$ cat src/rtl/us_echo_emulator.sv
// us_echo_emulator: sensor-side stand-in for an HC-SR04-class ultrasonic ranger.
// It accepts a trig pulse and answers with an echo pulse whose width encodes the
// programmed distance in cm, or a fixed timeout width when no target is present.
//
// Ports:
//   clk            system clock
//   reset          synchronous, active-high reset
//   trig           trigger from the telemeter controller (asynchronous to clk)
//   distance_cm    emulated target distance in cm
//   target_present 1 = target present, 0 = force the timeout echo
//   echo           echo pulse to the controller (registered)
//   busy           high whenever the FSM is not idle (registered)
//   short_trig     one-cycle pulse when a too-short trig pulse is rejected (registered)
module us_echo_emulator #(
    parameter int unsigned CLK_FREQ_HZ = 50000000,
    parameter int unsigned TRIG_MIN_US = 10,
    parameter int unsigned BURST_US    = 200,
    parameter int unsigned US_PER_CM   = 58,
    parameter int unsigned MAX_CM      = 400,
    parameter int unsigned TIMEOUT_US  = 38000,
    parameter int unsigned HOLDOFF_US  = 10000
) (
    input  logic       clk,
    input  logic       reset,
    input  logic       trig,
    input  logic [9:0] distance_cm,
    input  logic       target_present,
    output logic       echo,
    output logic       busy,
    output logic       short_trig
);

    localparam int unsigned CYC_US       = CLK_FREQ_HZ / 1000000;
    localparam int unsigned TRIG_MIN_CYC = TRIG_MIN_US * CYC_US;
    localparam int unsigned BURST_CYC    = BURST_US * CYC_US;
    localparam int unsigned HOLDOFF_CYC  = HOLDOFF_US * CYC_US;
    localparam int unsigned CM_CYC       = US_PER_CM * CYC_US;
    localparam int unsigned ECHO_MAX_CYC = MAX_CM * CM_CYC;
    localparam int unsigned TIMEOUT_CYC  = TIMEOUT_US * CYC_US;

    // One shared counter must hold the longest interval of any state.
    localparam int unsigned MAX_A   = (ECHO_MAX_CYC > TIMEOUT_CYC) ? ECHO_MAX_CYC : TIMEOUT_CYC;
    localparam int unsigned MAX_B   = (BURST_CYC > HOLDOFF_CYC) ? BURST_CYC : HOLDOFF_CYC;
    localparam int unsigned MAX_C   = (MAX_B > TRIG_MIN_CYC) ? MAX_B : TRIG_MIN_CYC;
    localparam int unsigned CNT_MAX = (MAX_A > MAX_C) ? MAX_A : MAX_C;
    localparam int unsigned CNT_W   = $clog2(CNT_MAX + 1);

    typedef enum logic [2:0] {
        IDLE,
        TRIG_HI,
        BURST,
        ECHO,
        HOLDOFF
    } state_t;

    state_t             state;
    logic               trig_meta;
    logic               trig_s;
    logic               trig_q;
    logic [CNT_W-1:0]   cnt;
    logic [9:0]         cm_lat;
    logic               tp_lat;
    logic [CNT_W-1:0]   echo_len_c;

    // Two-flop synchronizer plus a delayed copy for edge detection.
    always_ff @(posedge clk) begin
        if (reset) begin
            trig_meta <= 1'b0;
            trig_s    <= 1'b0;
            trig_q    <= 1'b0;
        end else begin
            trig_meta <= trig;
            trig_s    <= trig_meta;
            trig_q    <= trig_s;
        end
    end

    // Echo width from the values latched at trig fall; product kept at full width.
    always_comb begin
        echo_len_c = CNT_W'(TIMEOUT_CYC);
        if (tp_lat && (cm_lat != 10'd0) && (32'(cm_lat) <= MAX_CM)) begin
            echo_len_c = CNT_W'(32'(cm_lat) * CM_CYC);
        end
    end

    // Measurement sequencer with registered outputs.
    always_ff @(posedge clk) begin
        if (reset) begin
            state      <= IDLE;
            cnt        <= '0;
            echo       <= 1'b0;
            busy       <= 1'b0;
            short_trig <= 1'b0;
            cm_lat     <= '0;
            tp_lat     <= 1'b0;
        end else begin
            short_trig <= 1'b0;
            case (state)
                IDLE: begin
                    // trig_q tracks trig_s in every state, so a trig that was
                    // already high when IDLE is entered does not look like a rise.
                    if (trig_s && !trig_q) begin
                        state <= TRIG_HI;
                        cnt   <= '0;
                        busy  <= 1'b1;
                    end
                end
                TRIG_HI: begin
                    if (trig_s) begin
                        if (cnt < CNT_W'(TRIG_MIN_CYC)) begin
                            cnt <= cnt + CNT_W'(1);
                        end
                    end else if (cnt >= CNT_W'(TRIG_MIN_CYC)) begin
                        cm_lat <= distance_cm;
                        tp_lat <= target_present;
                        cnt    <= '0;
                        state  <= BURST;
                    end else begin
                        short_trig <= 1'b1;
                        state      <= IDLE;
                        busy       <= 1'b0;
                    end
                end
                BURST: begin
                    if (cnt == CNT_W'(BURST_CYC - 1)) begin
                        cnt   <= '0;
                        echo  <= 1'b1;
                        state <= ECHO;
                    end else begin
                        cnt <= cnt + CNT_W'(1);
                    end
                end
                ECHO: begin
                    if (cnt == echo_len_c - CNT_W'(1)) begin
                        cnt   <= '0;
                        echo  <= 1'b0;
                        state <= HOLDOFF;
                    end else begin
                        cnt <= cnt + CNT_W'(1);
                    end
                end
                HOLDOFF: begin
                    if (cnt == CNT_W'(HOLDOFF_CYC - 1)) begin
                        cnt   <= '0;
                        busy  <= 1'b0;
                        state <= IDLE;
                    end else begin
                        cnt <= cnt + CNT_W'(1);
                    end
                end
                default: begin
                    state <= IDLE;
                    cnt   <= '0;
                    echo  <= 1'b0;
                    busy  <= 1'b0;
                end
            endcase
        end
    end

endmodule

$ cat config.mk
export PLATFORM = sky130hd
export DESIGN_NAME = us_echo_emulator
export DESIGN_NICKNAME = d
export VERILOG_FILES = /design/src/rtl/us_echo_emulator.sv
export SDC_FILE = /design/constraint.sdc
export NUM_CORES = 1
export LEC_CHECK = 0
export BUFFER_PORTS_ARGS = -buffer_cell sky130_fd_sc_hd__buf_4
export CAP_MARGIN = 20
export CORE_MARGIN = 10
export CORE_UTILIZATION = 35
export CTS_CLUSTER_DIAMETER = 200
export CTS_CLUSTER_SIZE = 8
export DETAILED_ROUTE_END_ITERATION = 16
export MAX_ROUTING_LAYER = met4
export PLACE_DENSITY = 0.5
export SLEW_MARGIN = 20
export SYNTH_ARGS = -nofsm -noshare
export SYNTH_HDL_FRONTEND = slang
export SYNTH_SLANG_ARGS = --single-unit
export TNS_END_PERCENT = 100
$ cat constraint.sdc
create_clock -name clk -period 5.87 [get_ports clk]
set_clock_uncertainty 0.05 [all_clocks]
set_input_delay 0.8805 -clock clk [delete_from_list [all_inputs] [get_ports clk]]
set_output_delay 0.8805 -clock clk [all_outputs]
set_load 0.02 [all_outputs]
==> results.py, run 1 <==
metrics = {
    "worst_setup_path": {
        "critical_path.max_fanout": 11,
        "cp.arrival_ns": 6.05,
        "start_kind": "register",
        "cp-end-kind": "register",
        "max_stage_delay_ns": 0.58,
        "cpMostUsedCell": "fa_1",
        "crit_slowest_cell": "fa_1",
        "required_ns": 6.01,
        "path_cells": "ha_4, ha_1, inv_2, fa_1, inv_1, fa_1, fa_1, ha_4, o21a_1, or2_1, a41oi_2, xnor2_2, buf_4, or4b_4, or4_4, a21bo_1, a211oi_4, buf_6, buf_12, o21bai_4, a31oi_1, o21ai_1",
        "worstSetupPathType": "register to register",
    },
    "clock_network": {
        "cts.htree.levels": 2,
        "cts_tree": "built",
        "cts_hold_buf": 0,
        "cts-root-buf": "clkbuf_16",
        "clk_pin_slew_ns": 0.07,
        "clock_latency_ns": 0.30,
        "clockBufferDepth": 2,
        "cts_sinks": 41,
        "cts_buffers": 5,
    },
    "synthesis": {
        "synth_xor_area_frac": 0.0598,
        "avgSynthCellArea_um2": 7.99,
        "synthCells": 649,
        "synth_fp_nets": 742,
        "ys_ff_latch": 41,
        "netlist.area_leader.share": 0.158,
        "syn_area_um2": 5190,
        "synth_area_leaders": "dfxtp_1, ha_1, fa_1",
        "synthSimpleGateAreaFrac": 0.222,
        "synthAdderAreaFrac": 0.224,
        "synth-compound-area-share": 0.225,
        "ys_seq_area_frac": 0.158,
        "synthArstFlopShare": 0,
        "synth_top_family_by_area": "compound AO/OA/AOI/OAI gates",
        "synthMuxAreaShare": 0.0311,
        "ys_types": 83,
        "yosys.area.top_type": "dfxtp_1",
        "synth_edf_count": 0,
        "synth_ff_type": "dfxtp_1",
        "yosys_warnings": 0,
    },
    "timing": {
        "finalHoldViolCount": 0,
        "timing.hold.ws_ns": 0.412,
        "slew_viol_final": 0,
        "min_period_ns": 5.91,
        "worst_pin_slew_ns": 0.862,
        "setup_ws_ns": -0.0439,
        "setup_viol": 13,
        "max_clock_freq_mhz": 169,
        "relSlewSlack": 0.419,
        "rsz0062_at_grt": "yes",
        "period_share": 1.01,
    },
    "run_status": {
        "run_status": "finished, violations left",
        "failed_checks": "setup timing",
    },
    "routing": {
        "wl_per_cell_um": 16.8,
        "first_iter_violations": 435,
        "routed_wl_mm": 14.9,
        "via_per_inst": 5.58,
        "vias": 4957,
        "drc": 0,
        "dr.pass1.iters": 5,
        "detail-route-antenna-nets": 0,
    },
    "die": {
        "die_w_um": 142,
        "die_h_um": 142,
        "dieArea_um2": 20100,
        "rows": 44,
        "fp.coreArea_um2": 14500,
        "io_pins": 17,
        "initial_utilization": 0.357,
    },
    "power_and_ir_drop": {
        "powerDensity_nw_per_um2": 109,
        "leakage_nw": 2.81,
        "ir_drop_mv": 0.124,
    },
    "placed_design": {
        "dp_cells": 868,
        "gp_congestion": 0.876,
        "portBuffers": 16,
        "place_area_um2": 5900,
        "place_hpwl_mm": 11.4,
    },
    "grt": {
        "track_usage": 0.152,
        "gr-total-overflow": 0,
        "grt_first_pass_wirelength_mm": 24.7,
        "grt_pass1_vias": 4851,
        "grt_antenna_before_repair": 0,
        "grt_max_degree": 33,
    },
    "final_layout": {
        "stdcell_area_um2": 6580,
        "drive_above_1_share": 0.262,
        "layout.nets": 797,
        "insertedDiodeCount": 0,
        "area_growth_pct": 26.8,
        "stdcell_count": 889,
        "final_common_cell": "buf_4",
        "layout_common_cells": "buf_4, inv_1, nor2_1",
    },
    "worst_hold_path": {
        "hold_class": "register to register",
    },
    "job": {
        "drv_cap": 0,
    },
}
-- cell families (layout without fill, tap and decap cells) --
kind of cell	count (synthesis)	count (layout)
and+or+nand+nor	209	209
muxes	16	16
adders and majority gates	79	79
buffers and inverters	106	160
DFF	41	41
AOI/OAI and AO/OA	165	167
xor gates and xnor gates	33	33
-- path summary, 6_finish.rpt --
path	startpoint	to	slack (ns)	cells after the start
setup / recovery	cm_lat[5]$_SDFFE_PP0P_	cnt[4]$_SDFFE_PP0P_	-0.04	22
hold / removal	trig_meta$_SDFF_PP0_	trig_s$_SDFF_PP0_	0.41	1
setup reg to reg	cm_lat[5]$_SDFFE_PP0P_	cnt[4]$_SDFFE_PP0P_	-0.04	22
hold reg to reg	trig_meta$_SDFF_PP0_	trig_s$_SDFF_PP0_	0.41	1
-- synthesized netlist by cell type, types with 9 or more instances --
| cell type | number |
|---|---|
| clkbuf_1 | 30 |
| dfxtp_1 | 41 |
| or3_1 | 10 |
| nand2_1 | 31 |
| mux2i_1 | 15 |
| o31ai_1 | 11 |
| o21ai_0 | 21 |
| nand3_1 | 24 |
| xnor2_1 | 22 |
| inv_1 | 68 |
| ha_1 | 56 |
| nor3_1 | 14 |
| nand4_1 | 16 |
| nor2_1 | 48 |
| xor2_1 | 9 |
| fa_1 | 23 |
| and3_1 | 12 |
| a21oi_1 | 48 |
-- metal layers --
layer / routed length (µm) / track usage / part of all wire / vias up
li1: - / - / - / 2466
met1: 7540 / 0.213 / 0.51 / 2390
met2: 6770 / 0.227 / 0.45 / 88
met3: 467 / 0.0180 / 0.031 / 13
met4: 146 / 0.0334 / 0.0098 / 0
met5: 0 / - / 0 / -
-- timing repair --
action | CTS | global route
endpoints found under the setup margin | 25 | 25
setup buffers | 10 | 1
resized for setup | 34 | 38
hold endpoints to repair | 0 | 0
pin swaps | 33 | 29
gates cloned | 2 | 0
-- critical path: cells and delay by family (launching register included) --
family          cells  cell delay (ns)
fa+ha+maj           6             2.34
flops               1             0.37
compound gates      7             1.21
buf+inv             5             0.50
simple gates        3             1.25
xor+xnor            1             0.12
-- area by class of cell --
type,instances,area [µm²]
multi-input combinational,504,4410
sequential,41,845
inverter,68,255
clock buffer,5,125
fill,1432,7960
clock inverter,3,43.8
timing repair buffer,84,669
tap,184,230
-- metrics by stage --
step / TNS (ns) / utilization / setup slack, ns / power (mW)
2_1_floorplan: 0 / - / 0.00353 / 0.352
3_3_place_gp: -3.83 / 0.406 / -0.249 / 0.381
3_5_place_dp: -5.46 / 0.406 / -0.326 / 0.382
4_1_cts: -0.421 / 0.439 / -0.0507 / 0.721
5_1_grt: -4.13 / 0.452 / -0.238 / 0.745
6_report: -0.264 / 0.452 / -0.0439 / 0.715
-- flip-flops by register name, summed over array words and instances, names as in the netlist --
| signal | cells |
|---|---|
| trig_meta | 1 |
| trig_q | 1 |
| tp_lat | 1 |
| echo | 1 |
| cnt | 21 |
| trig_s | 1 |
| short_trig | 1 |
| cm_lat | 10 |
| state | 3 |
| busy | 1 |
-- power breakdown --
group	switching [mW]	total [mW]	internal [mW]
Clock	0.130	0.332	0.202
Sequential	0.00644	0.287	0.280
Combinational	0.0547	0.0968	0.0421
No activity file was read; power rests on OpenSTA's default activity.
==> run 2: changes to the inputs <==
- ABC_AREA: default -> 1
- GPL_ROUTABILITY_DRIVEN: default -> 0
- PLACE_DENSITY: 0.5 -> 0.48
- clock period: 5.87 -> 6.96 ns (I/O delays scaled with it)
==> run 2 against run 1 <==
Compared with the run above: the flow now finishes without violations; combinational power is 68% lower; utilization is 6.8 points lower; sequential share of layout area is 1.2 points higher; first-iteration DRC count is 23% lower; register-to-register slack better by 1.3 ns; setup slack better by 1.3 ns; worst hold slack worse by 0.055 ns; cell count is 16% higher; synthesized cell count is 29% higher; clock power is 21% lower; final area is 11% lower; global-route usage is 0.55 points lower; critical path type unchanged; highest routed layer unchanged.
==> results.py, run 2 <==
metrics = {
    "synthesis": {
        "ys_seq_area_frac": 0.151,
        "syn_area_um2": 5420,
        "ys_ff_latch": 41,
        "netlist.area_leader.share": 0.151,
        "synth_fp_nets": 927,
        "yosys.area.top_type": "dfxtp_1",
        "synthCells": 834,
        "synth_ff_type": "dfxtp_1",
        "synth_commonest_cells": "nand2_1, inv_1, nand3_1, nor2_1, ha_1",
        "synthArstFlopShare": 0,
        "yosys_warnings": 0,
        "synth.most_common_cell": "nand2_1",
        "synth_edf_count": 0,
        "synth_area_leaders": "dfxtp_1, ha_1, nand2_1",
        "ys_types": 39,
        "avgSynthCellArea_um2": 6.50,
    },
    "final_layout": {
        "layout_common_cells": "nand2_1, inv_1, nand3_1",
        "final_common_cell": "nand2_1",
        "largest_register_ffs": 21,
        "reg_top3": "cnt x21, cm_lat x10, state x3",
        "area_growth_pct": 7.83,
        "insertedDiodeCount": 0,
        "layout.nets": 934,
        "regMostFlops": "cnt",
        "drive_above_1_share": 0.101,
        "stdcell_area_um2": 5840,
    },
    "worst_setup_path": {
        "required_ns": 7.08,
        "cp-end-kind": "register",
        "worstRegToRegCells": 27,
        "cp.arrival_ns": 5.87,
        "reg2reg_to": "cnt[11]$_SDFFE_PP0P_",
        "critical_path.max_fanout": 23,
        "r2r-start": "cm_lat[5]$_SDFFE_PP0P_",
        "worstSetupPathType": "register to register",
        "start_kind": "register",
        "r2r_slack_ns": 1.21,
    },
    "die": {
        "rows": 45,
        "die_w_um": 144,
        "io_pins": 17,
        "dieArea_um2": 20900,
        "initial_utilization": 0.357,
        "fp.coreArea_um2": 15200,
        "die_h_um": 144,
    },
    "clock_network": {
        "cts_resized": 0,
        "cts_hold_buf": 0,
        "cts_tree": "built",
        "clock_latency_ns": 0.30,
        "cts_buffers": 5,
        "cts-root-buf": "clkbuf_16",
        "clockBufferDepth": 2,
        "cts.htree.levels": 2,
        "clk_pin_slew_ns": 0.06,
        "cts_setup_buffers": 0,
        "cts_sinks": 41,
    },
    "placed_design": {
        "place_hpwl_mm": 11.8,
        "portBuffers": 16,
        "place_area_um2": 5680,
    },
    "job": {
        "drv_cap": 0,
    },
    "routing": {
        "detail-route-antenna-nets": 0,
        "drc": 0,
        "wl_per_cell_um": 13.7,
        "via_per_inst": 4.91,
        "routed_wl_mm": 14.1,
        "dr.pass1.iters": 5,
        "vias": 5053,
        "first_iter_violations": 336,
    },
    "worst_hold_path": {
        "hold_class": "register to register",
        "hold_depth": 2,
        "whs_endpoint": "trig_s$_SDFF_PP0_",
        "min-delay-start": "trig_meta$_SDFF_PP0_",
    },
    "timing": {
        "min_period_ns": 5.75,
        "slew_viol_final": 0,
        "max_clock_freq_mhz": 174,
        "fin_tns_setup_ns": 0,
        "period_share": 0.826,
        "relSlewSlack": 0.389,
        "worst_pin_slew_ns": 0.914,
        "setup_viol": 0,
        "rsz0062_at_grt": "no",
        "finalHoldViolCount": 0,
    },
    "power_and_ir_drop": {
        "leakage_nw": 2.90,
        "total_power_mw": 0.534,
        "powerDensity_nw_per_um2": 91.3,
        "ir_drop_mv": 0.134,
    },
    "grt": {
        "gr-total-overflow": 0,
        "grt_pass1_vias": 4940,
        "grt_antenna_before_repair": 0,
        "grt_first_pass_wirelength_mm": 24.2,
        "grt_max_degree": 34,
        "track_usage": 0.146,
    },
    "run_status": {
        "run_status": "finished, final reports clean",
    },
}
-- run 2: cell types whose count changed in the layout (fill, tap and decap cells not counted), moves of 56 or more --
| cell | previous run | this run |
|---|---|---|
| nand2_1 | 29 | 175 |
| inv_1 | 63 | 166 |
| buf_4 | 76 | 17 |
| nand3_1 | 24 | 80 |
-- run 2: cells by family (layout without fill, tap and decap cells) --
kind of cell / count (synthesis) / count (layout) / share of synthesized area
fa+ha+maj: 79 / 79 / 0.214
flops: 41 / 41 / 0.151
buf+inv: 189 / 196 / 0.137
xor+xnor: 28 / 28 / 0.0466
compound gates: 78 / 78 / 0.0748
simple gates: 419 / 419 / 0.376
-- run 2: cell type report --
class / instances / area, µm²
timing repair buffer: 17 / 128
sequential: 41 / 821
tap: 188 / 235
inverter: 172 / 646
fill: 1644 / 9360
multi-input combinational: 604 / 3850
clock inverter: 2 / 35.0
clock buffer: 5 / 125
-- run 2: metal layers --
layer	global-route usage	wire (µm)
met5	-	0
met2	0.225	6250
met1	0.198	7280
met3	0.0239	375
met4	0.0298	155
-- run 2: through the flow --
| stage | setup slack, ns | std cells | hold WS (ns) | util |
|---|---|---|---|---|
| 2_1_floorplan | 2.09 | 834 | 0.338 | - |
| 3_3_place_gp | 1.16 | 1022 | 0.347 | 0.374 |
| 3_5_place_dp | 1.16 | 1022 | 0.349 | 0.374 |
| 4_1_cts | 1.15 | 1029 | 0.358 | 0.384 |
| 5_1_grt | 0.683 | 1029 | 0.372 | 0.384 |
| 6_report | 1.21 | 1029 | 0.357 | 0.384 |
-- run 2: worst max-delay path: stages (launching register included) --
cell and delay, ns:
dfxtp_1 0.54, ha_1 0.34, fa_1 0.52, fa_1 0.54, inv_1 0.05, fa_1 0.56, inv_1 0.05, ha_1 0.29
ha_1 0.37, nand2_1 0.11, nor2_1 0.21, nand3_1 0.14, nand4_1 0.14, nand2_1 0.06, nor2_1 0.13, nand2_1 0.10
nor2_1 0.16, nand3_1 0.09, nand2_1 0.09, nand2_1 0.05, nand2_1 0.05, nand3_1 0.07, nor2_1 0.16, nand3_1 0.16
nand2_2 0.16, nand2_4 0.21, nand3_1 0.14, a21oi_1 0.06
-- run 2: report_power, final --
part           internal, mW  switching [mW]
sequential            0.237         0.00233
combinational        0.0105          0.0205
clock                 0.167          0.0965
-- run 2: worst max path at each step --
| stage | startpoint | end | slack, ns | cells after the start |
|---|---|---|---|---|
| 6_report | cm_lat[5]$_SDFFE_PP0P_ | cnt[11]$_SDFFE_PP0P_ | 1.21 | 27 |
| 3_5_place_dp | cm_lat[5]$_SDFFE_PP0P_ | cnt[11]$_SDFFE_PP0P_ | 1.16 | 27 |
| 5_1_grt | cm_lat[5]$_SDFFE_PP0P_ | cnt[11]$_SDFFE_PP0P_ | 0.68 | 28 |
| 2_1_floorplan | cm_lat[5]$_SDFFE_PP0P_ | cnt[2]$_SDFFE_PP0P_ | 2.09 | 28 |
| 3_3_place_gp | cm_lat[5]$_SDFFE_PP0P_ | cnt[9]$_SDFFE_PP0P_ | 1.16 | 27 |
| 4_1_cts | cm_lat[5]$_SDFFE_PP0P_ | cnt[10]$_SDFFE_PP0P_ | 1.15 | 27 |
